`config.mk`:
```
export PLATFORM = sky130hd
export DESIGN_NAME = bram_initiator_flat
export DESIGN_NICKNAME = d
export VERILOG_FILES = /design/src/rtl/bram_initiator_if.sv /design/src/rtl/bram_initiator.sv /design/src/flat_wrapper.sv
export SDC_FILE = /design/constraint.sdc
export NUM_CORES = 1
export LEC_CHECK = 0
export BUFFER_PORTS_ARGS = -buffer_cell sky130_fd_sc_hd__buf_2
export CAP_MARGIN = 30
export CORE_MARGIN = 2
export CORE_UTILIZATION = 45
export CTS_CLUSTER_SIZE = 28
export DETAILED_ROUTE_END_ITERATION = 10
export HOLD_SLACK_MARGIN = 0.03
export PLACE_DENSITY = 0.81
export REMOVE_ABC_BUFFERS = 1
export SLEW_MARGIN = 15
export SYNTH_ARGS = -nofsm -noshare
export SYNTH_HDL_FRONTEND = slang
export SYNTH_SLANG_ARGS = --single-unit
```
`constraint.sdc`:
```
create_clock -name clk -period 3.18 [get_ports clk]
set_input_delay 0.477 -clock clk [delete_from_list [all_inputs] [get_ports clk]]
set_output_delay 0.477 -clock clk [all_outputs]
set_load 0.05 [all_outputs]
```
`src/rtl/bram_initiator_if.sv`:
```
// Request/response handshake and block-RAM port bundle for bram_initiator.
// The slave modport is the initiator's view; master is the surrounding environment.
interface bram_initiator_if #(
  parameter int ADDR_W = 14,
  parameter int DATA_L = 4
);
  localparam int DATA_W = DATA_L * 8;

  logic              req_valid;
  logic              req_ready;
  logic [ADDR_W-1:0] req_addr;
  logic              req_we;
  logic [DATA_W-1:0] req_wdata;
  logic [DATA_L-1:0] req_sel;

  logic              rsp_valid;
  logic              rsp_ready;
  logic [DATA_W-1:0] rsp_rdata;

  logic [ADDR_W-1:0] mem_addr;
  logic [DATA_W-1:0] mem_data_w;
  logic              mem_we;
  logic [DATA_L-1:0] mem_sel;
  logic              mem_en;
  logic [DATA_W-1:0] mem_data_r;

  modport slave (
    input  req_valid, req_addr, req_we, req_wdata, req_sel,
    output req_ready,
    output rsp_valid, rsp_rdata,
    input  rsp_ready,
    output mem_addr, mem_data_w, mem_we, mem_sel, mem_en,
    input  mem_data_r
  );

  modport master (
    output req_valid, req_addr, req_we, req_wdata, req_sel,
    input  req_ready,
    input  rsp_valid, rsp_rdata,
    output rsp_ready,
    input  mem_addr, mem_data_w, mem_we, mem_sel, mem_en,
    output mem_data_r
  );
endinterface

```
`src/rtl/bram_initiator.sv`:
```
// Block-RAM initiator: issues upstream requests straight to the RAM port and
// returns one response per request through a 2-entry skid buffer with read-data bypass.
module bram_initiator #(
  parameter int ADDR_W = 14,
  parameter int DATA_L = 4
) (
  input  logic           clk,
  input  logic           rst,
  bram_initiator_if.slave bus
);
  localparam int DATA_W = DATA_L * 8;

  logic              inflight_q, inflight_d;
  logic [1:0]        occ_q, occ_d;
  logic [DATA_W-1:0] buf_q [2];
  logic [DATA_W-1:0] buf_d [2];

  logic              req_ready;
  logic              accept;
  logic              rsp_valid;
  logic              pop;
  logic              pop_buf;
  logic              capture;
  logic [ADDR_W-1:0] addr;

  always_comb begin
    // Ready counts buffered plus in-flight responses so a capture can never overflow.
    req_ready  = !rst && ((occ_q == 2'd0) || ((occ_q == 2'd1) && !inflight_q));
    accept     = bus.req_valid && req_ready;
    rsp_valid  = (occ_q != 2'd0) || inflight_q;
    pop        = rsp_valid && bus.rsp_ready;
    pop_buf    = pop && (occ_q != 2'd0);
    capture    = inflight_q && !(pop && (occ_q == 2'd0));
    inflight_d = accept;

    buf_d = buf_q;
    occ_d = occ_q;
    if (pop_buf) begin
      buf_d[0] = buf_q[1];
      occ_d    = occ_q - 2'd1;
    end
    // A capture lands behind whatever remains after this cycle's pop.
    if (capture) begin
      buf_d[occ_d[0]] = bus.mem_data_r;
      occ_d           = occ_d + 2'd1;
    end
  end

  always_ff @(posedge clk or posedge rst) begin
    if (rst) begin
      inflight_q <= 1'b0;
      occ_q      <= 2'd0;
      buf_q[0]   <= '0;
      buf_q[1]   <= '0;
    end else begin
      inflight_q <= inflight_d;
      occ_q      <= occ_d;
      buf_q      <= buf_d;
    end
  end

  assign addr           = bus.req_addr;
  assign bus.req_ready  = req_ready;
  assign bus.rsp_valid  = rsp_valid;
  assign bus.rsp_rdata  = (occ_q != 2'd0) ? buf_q[0] : bus.mem_data_r;
  assign bus.mem_en     = accept;
  assign bus.mem_addr   = addr;
  assign bus.mem_data_w = bus.req_wdata;
  assign bus.mem_we     = bus.req_we;
  assign bus.mem_sel    = bus.req_sel;
endmodule

```
`src/flat_wrapper.sv`:
```
// flat-port wrapper written by rule: the top's interface ports become plain ports
module bram_initiator_flat 
#(
  parameter int ADDR_W = 14,
  parameter int DATA_L = 4
)
  (clk, rst, bus_req_valid, bus_req_addr, bus_req_we, bus_req_wdata, bus_req_sel, bus_req_ready, bus_rsp_valid, bus_rsp_rdata, bus_rsp_ready, bus_mem_addr, bus_mem_data_w, bus_mem_we, bus_mem_sel, bus_mem_en, bus_mem_data_r);
  bram_initiator_if #(.ADDR_W(ADDR_W), .DATA_L(DATA_L)) bus_i ();
  input  logic clk;
  input  logic rst;
  input wire logic [$bits(bus_i.req_valid)-1:0] bus_req_valid;
  input wire logic [$bits(bus_i.req_addr)-1:0] bus_req_addr;
  input wire logic [$bits(bus_i.req_we)-1:0] bus_req_we;
  input wire logic [$bits(bus_i.req_wdata)-1:0] bus_req_wdata;
  input wire logic [$bits(bus_i.req_sel)-1:0] bus_req_sel;
  output wire logic [$bits(bus_i.req_ready)-1:0] bus_req_ready;
  output wire logic [$bits(bus_i.rsp_valid)-1:0] bus_rsp_valid;
  output wire logic [$bits(bus_i.rsp_rdata)-1:0] bus_rsp_rdata;
  input wire logic [$bits(bus_i.rsp_ready)-1:0] bus_rsp_ready;
  output wire logic [$bits(bus_i.mem_addr)-1:0] bus_mem_addr;
  output wire logic [$bits(bus_i.mem_data_w)-1:0] bus_mem_data_w;
  output wire logic [$bits(bus_i.mem_we)-1:0] bus_mem_we;
  output wire logic [$bits(bus_i.mem_sel)-1:0] bus_mem_sel;
  output wire logic [$bits(bus_i.mem_en)-1:0] bus_mem_en;
  input wire logic [$bits(bus_i.mem_data_r)-1:0] bus_mem_data_r;
  assign bus_i.req_valid = bus_req_valid;
  assign bus_i.req_addr = bus_req_addr;
  assign bus_i.req_we = bus_req_we;
  assign bus_i.req_wdata = bus_req_wdata;
  assign bus_i.req_sel = bus_req_sel;
  assign bus_req_ready = bus_i.req_ready;
  assign bus_rsp_valid = bus_i.rsp_valid;
  assign bus_rsp_rdata = bus_i.rsp_rdata;
  assign bus_i.rsp_ready = bus_rsp_ready;
  assign bus_mem_addr = bus_i.mem_addr;
  assign bus_mem_data_w = bus_i.mem_data_w;
  assign bus_mem_we = bus_i.mem_we;
  assign bus_mem_sel = bus_i.mem_sel;
  assign bus_mem_en = bus_i.mem_en;
  assign bus_i.mem_data_r = bus_mem_data_r;
  bram_initiator #(.ADDR_W(ADDR_W), .DATA_L(DATA_L)) u_core (.clk(clk), .rst(rst), .bus(bus_i));
endmodule
```
## Yosys cells after proc, flatten, opt, wreduce, memory -nomap -nowiden

Index checks and enable logic that the tools add are counted.

- $add $sub $neg: 2
- Order comparisons: 2
- Equality and inequality tests: 1
- Mux-type cells: 8
- Bitwise gates (word level): 1
- Reductions and logical operators: 15

Operators with widths:

| operator | number |
|---|---|
| two-way mux 32 bit | 3 |
| bitwise mux 64 bit | 1 |
| two-way mux 64 bit | 1 |
| demux 32 bit (select 1 bit) | 1 |
| logical AND 1 bit | 8 |
| two-way mux 2 bit | 2 |
| logical NOT 1 bit | 3 |
| adder 2 x 1 -> 2 bit (second input constant) | 1 |
| equality test 2 x 1 -> 1 bit (second input constant) | 1 |
| >= comparator 2 bit (second input constant) | 1 |
| logical NOT 2 bit | 1 |
| logical OR 1 bit | 2 |
| < comparator 2 x 1 -> 1 bit (second input constant) | 1 |
| inverter 1 -> 2 bit | 1 |
| nonzero test 2 bit | 1 |
| subtractor 2 x 1 -> 2 bit (second input constant) | 1 |

- Bits in registers: 67
- Bits of input ports: 87
- Output and inout bits: 86
- Word-level logic and storage cells: 33

## Longest topological paths before layout

Gate-level depths: netlist of run 1.

- Depth in word-level cells: 12
- Depth in mapped cells: 8
- Depth with buffers taken out: 6

## Worst setup path after synthesis of run 1

No wires, ideal clock.

- Kind: input port to output port
- Start point: input port rst
- End point: output port bus_mem_en
- Data arrival time: 2.977 ns
- Required time: 2.703 ns
- Path slack: -0.274 ns
- Stages on the path: 3
- Path buffers: 0
- Cell sequence: inv_1 -> o21a_1 -> and2_1

- Cells in the longest elaborated chain, start to end: 3

RTL lines:

| element | RTL line | source |
|---|---|---|
| start: declaration | flat_wrapper.sv:10 | `input logic rst;` |
| logical NOT 1 bit (no source line) | - |  |
| logical AND 1 bit | bram_initiator.sv:28 | `req_ready = !rst && ((occ_q == 2'd0) \|\| ((occ_q == 2'd1) && !inflight_q));` |
| via bus_req_ready | flat_wrapper.sv:16 | `output wire logic [$bits(bus_i.req_ready)-1:0] bus_req_ready;` |
| logical AND 1 bit | bram_initiator.sv:29 | `accept = bus.req_valid && req_ready;` |
| end: declaration | flat_wrapper.sv:24 | `output wire logic [$bits(bus_i.mem_en)-1:0] bus_mem_en;` |

The timed path passes the listed nets, and every way through them passes these cells.

## Final worst setup path of run 1

- Start point: register u_core.occ_q[0]
- End point: output port bus_rsp_rdata[14]

- Cells in the longest elaborated chain, start to end: 2

RTL lines:

| element | RTL line | source |
|---|---|---|
| start: declaration | bram_initiator.sv:14 | `logic [1:0] occ_q, occ_d;` |
| start signal: assignment | bram_initiator.sv:52 | `occ_q <= 2'd0;` |
| start signal: assignment | bram_initiator.sv:57 | `occ_q <= occ_d;` |
| nonzero test 2 bit | bram_initiator.sv:65 | `assign bus.rsp_rdata = (occ_q != 2'd0) ? buf_q[0] : bus.mem_data_r;` |
| two-way mux 32 bit | bram_initiator.sv:65 |  |
| end: declaration | flat_wrapper.sv:18 | `output wire logic [$bits(bus_i.rsp_rdata)-1:0] bus_rsp_rdata;` |

No other way between the ends.

==> results.toml, run 1 <==
[run_status]
status = "finished, final reports clean"

[floorplanning]
die_h_um = 98.3
row_count = 34
core_mm2 = 0.00868
start_util = 0.461
die_w_um = 98.3
pin_count = 173
dieArea_mm2 = 0.00965

[timing]
setup_viol = 0
worst_hold_slack_ps = 126
worst_pin_slew_ps = 579
period_share = 0.873
rsz0062_at_grt = "no"
period_needed_ps = 2780
fin_skew_ps = 9.36
max_slew_margin = 0.614
final_max_slew_viol_count = 0
fin_tns_setup_ps = 0
fmaxAchievable_ghz = 0.360
finalHoldViolations = 0
worst_slack_ps = 402

[yosys]
ys_seq_area_frac = 0.419
synth.avg_cell_area_um2 = 13.9
ys_top_cells_by_area = "dfrtp_1 42%, mux2_2 27%, mux2_4 12%, buf_4 9.6%, buf_6 1.7%"
syn_area_mm2 = 0.00400
syn_inst = 287
yosysWarningCount = 0
ys_ff_latch = 67
synth_top_area_share = 0.419
synth.distinct_cells = 27
synth_largest_area_cell = "dfrtp_1"

[hold_path]
hp-class = "input pin to async pin"

[grt]
use_met1 = 0.280
antenna_found_initial = 0
grt_pass1_vias = 2376
grt-ovfl-total = 0
grt_max_degree = 68
grt_pass1_wl_mm = 15.2
grtUsageTotal = 0.213
met3_usage = 0.168
top_usage_layer = "met1"
met2_usage = 0.269

[clock_network]
clock_sinks = 67
cts-hold-fix-buffers = 0
cts-resized-gates = 0
cts_tree = "built"
insertion_delay_ps = 340
root_buffer = "clkbuf_8"
htreeDepth = 3
post-cts-setup-buffer-count = 0
clk_path_buf_depth = 2
clk_pin_slew_ps = 60
cts_made_buffers = 9

[layout]
seq_area_mm2 = 0.00168
area_growth_syn_to_layout_pct = 6.79
postLayoutCoreUtil = 0.492
fin_nets = 401
drive_gt1_frac = 0.721
fillCellCount = 779
diodes = 0
multiInputGateArea_mm2 = 0.00177

[worst_setup_path]
cp.required_ps = 2700
worstSetupEndpointType = "primary output"
critical_path_arrival_ps = 2300
start_kind = "flip-flop"
critical_path.max_fanout = 18
path_class = "flip-flop to primary output"

[power]
vdd_drop_max_mv = 0.614
clkPwrFrac = 0.144
combPwrFrac = 0.568
p_seq_frac = 0.288
p_leak_nw = 2.05
p_int_mw = 3.05
power.switching_fraction = 0.417
pwr_density_cell_mw_per_mm2 = 1220
p_sw_mw = 2.18

[drt]
vias_per_cell = 5.39
drc = 0
drt_iter0_drc = 51
post_drt_wl_per_cell_um = 23.6
ant_nets = 0
drt-total-wl_mm = 9.99
routed-via-count = 2280
first_pass_iters = 4

[placed_design]
post-place-ws_ps = 726
place_congestion = 0.710
numPortBuffers = 70
dp_hpwl_mm = 7.17

[run]
max_cap_viol_count = 0
==> layout by cell type (no fill, tap or decap), drive strengths merged <==
cell / synthesis / routed
a21boi: 1 / 1
a21oi: 1 / 1
a2bb2oi: 1 / 1
and2: 1 / 1
buf: 64 / 78
bufinv: 0 / 1
clkbuf: 1 / 14
dfrtp: 67 / 67
ha: 3 / 3
inv: 4 / 4
mux2: 128 / 128
nand2: 3 / 3
nand2b: 2 / 2
nor2b: 3 / 3
nor3b: 1 / 1
nor4bb: 1 / 1
o211a: 1 / 1
o21a: 1 / 1
o21ai: 2 / 2
o311a: 1 / 1
xnor2: 1 / 1
==> layer usage <==
metal / part of all wire / routed length (um)
met5: 0.0082 / 82
met4: 0.0074 / 74
met3: 0.15 / 1450
met2: 0.39 / 3940
met1: 0.45 / 4450
==> final cells by class <==
type                       count  share of cell area
tap                          108              0.0317
sequential                    67               0.393
clock buffer                  14              0.0428
timing repair buffer          78               0.107
multi-input combinational    151               0.416
inverter                       4             0.00352
clock inverter                 1             0.00703
==> metrics by stage <==
stage / instances / total power, mW / area [um^2]
final: 423 / 5.23 / 4270
after floorplan: 222 / 3.91 / 3460
after detailed placement: 407 / 4.50 / 4030
after CTS: 422 / 5.27 / 4240
after global routing: 423 / 5.51 / 4270
after global placement: 407 / 4.40 / 4030
==> cells in the mapped netlist <==
| master | count |
|---|---|
| a21boi_0 | 1 |
| a21oi_1 | 1 |
| a2bb2oi_4 | 1 |
| and2_1 | 1 |
| buf_12 | 3 |
| buf_2 | 4 |
| buf_4 | 51 |
| buf_6 | 6 |
| clkbuf_1 | 1 |
| dfrtp_1 | 67 |
| ha_1 | 3 |
| inv_1 | 4 |
| mux2_2 | 97 |
| mux2_4 | 31 |
| nand2_1 | 3 |
| nand2b_1 | 1 |
| nand2b_4 | 1 |
| nor2b_1 | 1 |
| nor2b_2 | 1 |
| nor2b_4 | 1 |
| nor3b_1 | 1 |
| nor4bb_1 | 1 |
| o211a_4 | 1 |
| o21a_1 | 1 |
| o21ai_0 | 2 |
| o311a_1 | 1 |
| xnor2_1 | 1 |
==> path summary, 6_finish.rpt <==
kind	slack (ps)	cells past startpoint	endpoint	start
hold / removal	130	3	u_core.inflight_q$_DFF_PP0_	rst
setup / recovery	400	5	bus_rsp_rdata[14]	u_core.occ_q[0]$_DFF_PP0_
hold reg to reg	510	1	flip-flop	flip-flop
setup reg to reg	770	6	u_core.buf_q[63]$_DFF_PP0_	u_core.occ_q[0]$_DFF_PP0_
min in group clk	380	2	u_core.inflight_q$_DFF_PP0_	bus_req_valid
max in group asynchronous	2550	4	u_core.buf_q[40]$_DFF_PP0_	rst
==> power groups by stage <==
| stage | clock network [mW] | registers, mW | logic [mW] |
|---|---|---|---|
| floorplan | 0 | 1.44 | 2.47 |
| global placement | 0 | 1.49 | 2.91 |
| detailed placement | 0 | 1.52 | 2.98 |
| CTS | 0.771 | 1.51 | 2.99 |
| global route | 0.810 | 1.56 | 3.13 |
| finish | 0.753 | 1.50 | 2.97 |
==> critical path, stage by stage, from the launching register on <==
cell and delay, ps:
dfrtp_1 470, inv_1 130, ha_2 430, buf_4 340
mux2_2 370, buf_2 210
==> cells by family (layout without fill, tap and decap cells) <==
logic type | Yosys count | after routing | share of synthesized area
AND/OR/NAND/NOR | 11 | 11 | 0.0210
AO/OA/AOI/OAI | 8 | 8 | 0.0210
flip-flops | 67 | 67 | 0.419
multiplexers | 128 | 128 | 0.390
adder cells (fa/ha/maj) | 3 | 3 | 0.00939
buffers and inverters | 69 | 97 | 0.137
XOR/XNOR | 1 | 1 | 0.00219
No activity file was read; power rests on OpenSTA's default activity.
==> run 2: changes to the inputs <==
clock period = 2.6 ns   (was 3.18 ns; I/O delays follow)
==> results.toml, run 2 (synthesis gave the netlist of run 1 again) <==
[layout]
fin_nets = 402
mostFrequentLayoutCell = "mux2_2"
area_growth_syn_to_layout_pct = 8.23
diodes = 0
drive_gt1_frac = 0.726
postLayoutCoreUtil = 0.499
layoutNonFillerInstCount = 425
layout_common_cells = "97 x mux2_2, 70 x buf_2, 67 x dfrtp_1"

[worst_setup_path]
critical_path.max_fanout = 15
path_class = "flip-flop to primary output"
worstSetupEndpointType = "primary output"
r2r_cells = 6
timing.rr.start = "u_core.occ_q[0]$_DFF_PP0_"
startpoint = "u_core.occ_q[0]$_DFF_PP0_"
start_kind = "flip-flop"
cp.required_ps = 2210
critical_path_arrival_ps = 2070

[drt]
ant_nets = 0
vias_per_cell = 5.37
drt-total-wl_mm = 10.2
post_drt_wl_per_cell_um = 23.9
drc = 0
routed-via-count = 2281
first_pass_iters = 6
drt_iter0_drc = 76

[timing]
final_max_slew_viol_count = 0
period_share = 0.947
max_slew_margin = 0.767
fin_skew_ps = 7.05
fmaxAchievable_ghz = 0.406
fin_tns_setup_ps = 0
setup_viol = 0
worst_pin_slew_ps = 349
period_needed_ps = 2460
finalHoldViolations = 0
rsz0062_at_grt = "no"

[floorplanning]
core_mm2 = 0.00868
dieArea_mm2 = 0.00965
start_util = 0.461
die_h_um = 98.3
die_w_um = 98.3
row_count = 34
pin_count = 173

[clock_network]
root_buffer = "clkbuf_8"
cts_made_buffers = 9
clk_pin_slew_ps = 70
clock_sinks = 67
post-cts-setup-buffer-count = 0
insertion_delay_ps = 340
clk_path_buf_depth = 2
cts_tree = "built"
htreeDepth = 3

[hold_path]
hp-class = "input pin to async pin"

[placed_design]
numPortBuffers = 70
dp_cells = 408
dp_hpwl_mm = 7.34
place_congestion = 0.764

[power]
pwr_density_cell_mw_per_mm2 = 1520
p_leak_nw = 2.07
vdd_drop_max_mv = 1.11
finalPower_mw = 6.58

[run_status]
status = "finished, final reports clean"

[grt]
grt_max_degree = 68
grtUsageTotal = 0.217
grt-ovfl-total = 0
antenna_found_initial = 0
grt_pass1_wl_mm = 15.6
grt_pass1_vias = 2458

[run]
max_cap_viol_count = 0
[run 2: cell count changes in the layout (fill, tap and decap cells not counted)]
cell / delta
clkinv_4: +1
clkinvlp_4: +1
ha_2: -1
buf_12: +1
bufinv_16: +2
ha_4: +1
clkbuf_1: -1
clkinv_2: +2
clkbuf_8: -4
[run 2: critical path: stages, from the launching register on]
cell	delay, ps
dfrtp_1	470
inv_1	170
ha_4	310
buf_4	230
mux2_2	340
buf_2	210
[run 2: layout make-up]
type / count / area, um^2
Inverter: 4 / 15.0
Timing Repair Buffer: 79 / 475
Clock inverter: 7 / 116
Tap cell: 108 / 135
Sequential cell: 67 / 1680
Multi-Input combinational cell: 151 / 1780
Clock buffer: 9 / 124
Fill cell: 777 / 4350
[run 2: timing repair]
item	in CTS	in global routing
setup endpoints to repair	25	0
hold buffers	0	0
resized for setup	1	0
[run 2: report_power, final]
group,switching [mW],leakage (nW),internal (mW)
Sequential,0.290,0.811,1.57
Combinational,2.02,1.14,1.65
Clock,0.412,0.119,0.635
[run 2: metrics by stage]
step                      area (um^2)  worst slack, ps  hold WS (ps)
final                            4330              138           117
after global routing             4330            0.210           108
after CTS                        4300             96.5           258
after detailed placement         4050              304           492
after global placement           4050              386           484
after floorplan                  3460             -823           475
[run 2: worst paths after layout]
kind / to / slack (ps)
worst max-delay path: bus_rsp_rdata[1] / 140
worst min-delay path: u_core.buf_q[55]$_DFF_PP0_ / 120
worst max register to register: u_core.buf_q[58]$_DFF_PP0_ / 490
worst min register to register: flip-flop / 510
max in group asynchronous: u_core.buf_q[50]$_DFF_PP0_ / 1970
min in group clk: u_core.inflight_q$_DFF_PP0_ / 270
[run 2: routing by layer]
layer / part of all wire / global-route usage
met3: 0.15 / 0.167
met4: 0.0065 / 0.0285
met1: 0.45 / 0.283
met2: 0.39 / 0.287
met5: 0.0083 / 0.0821
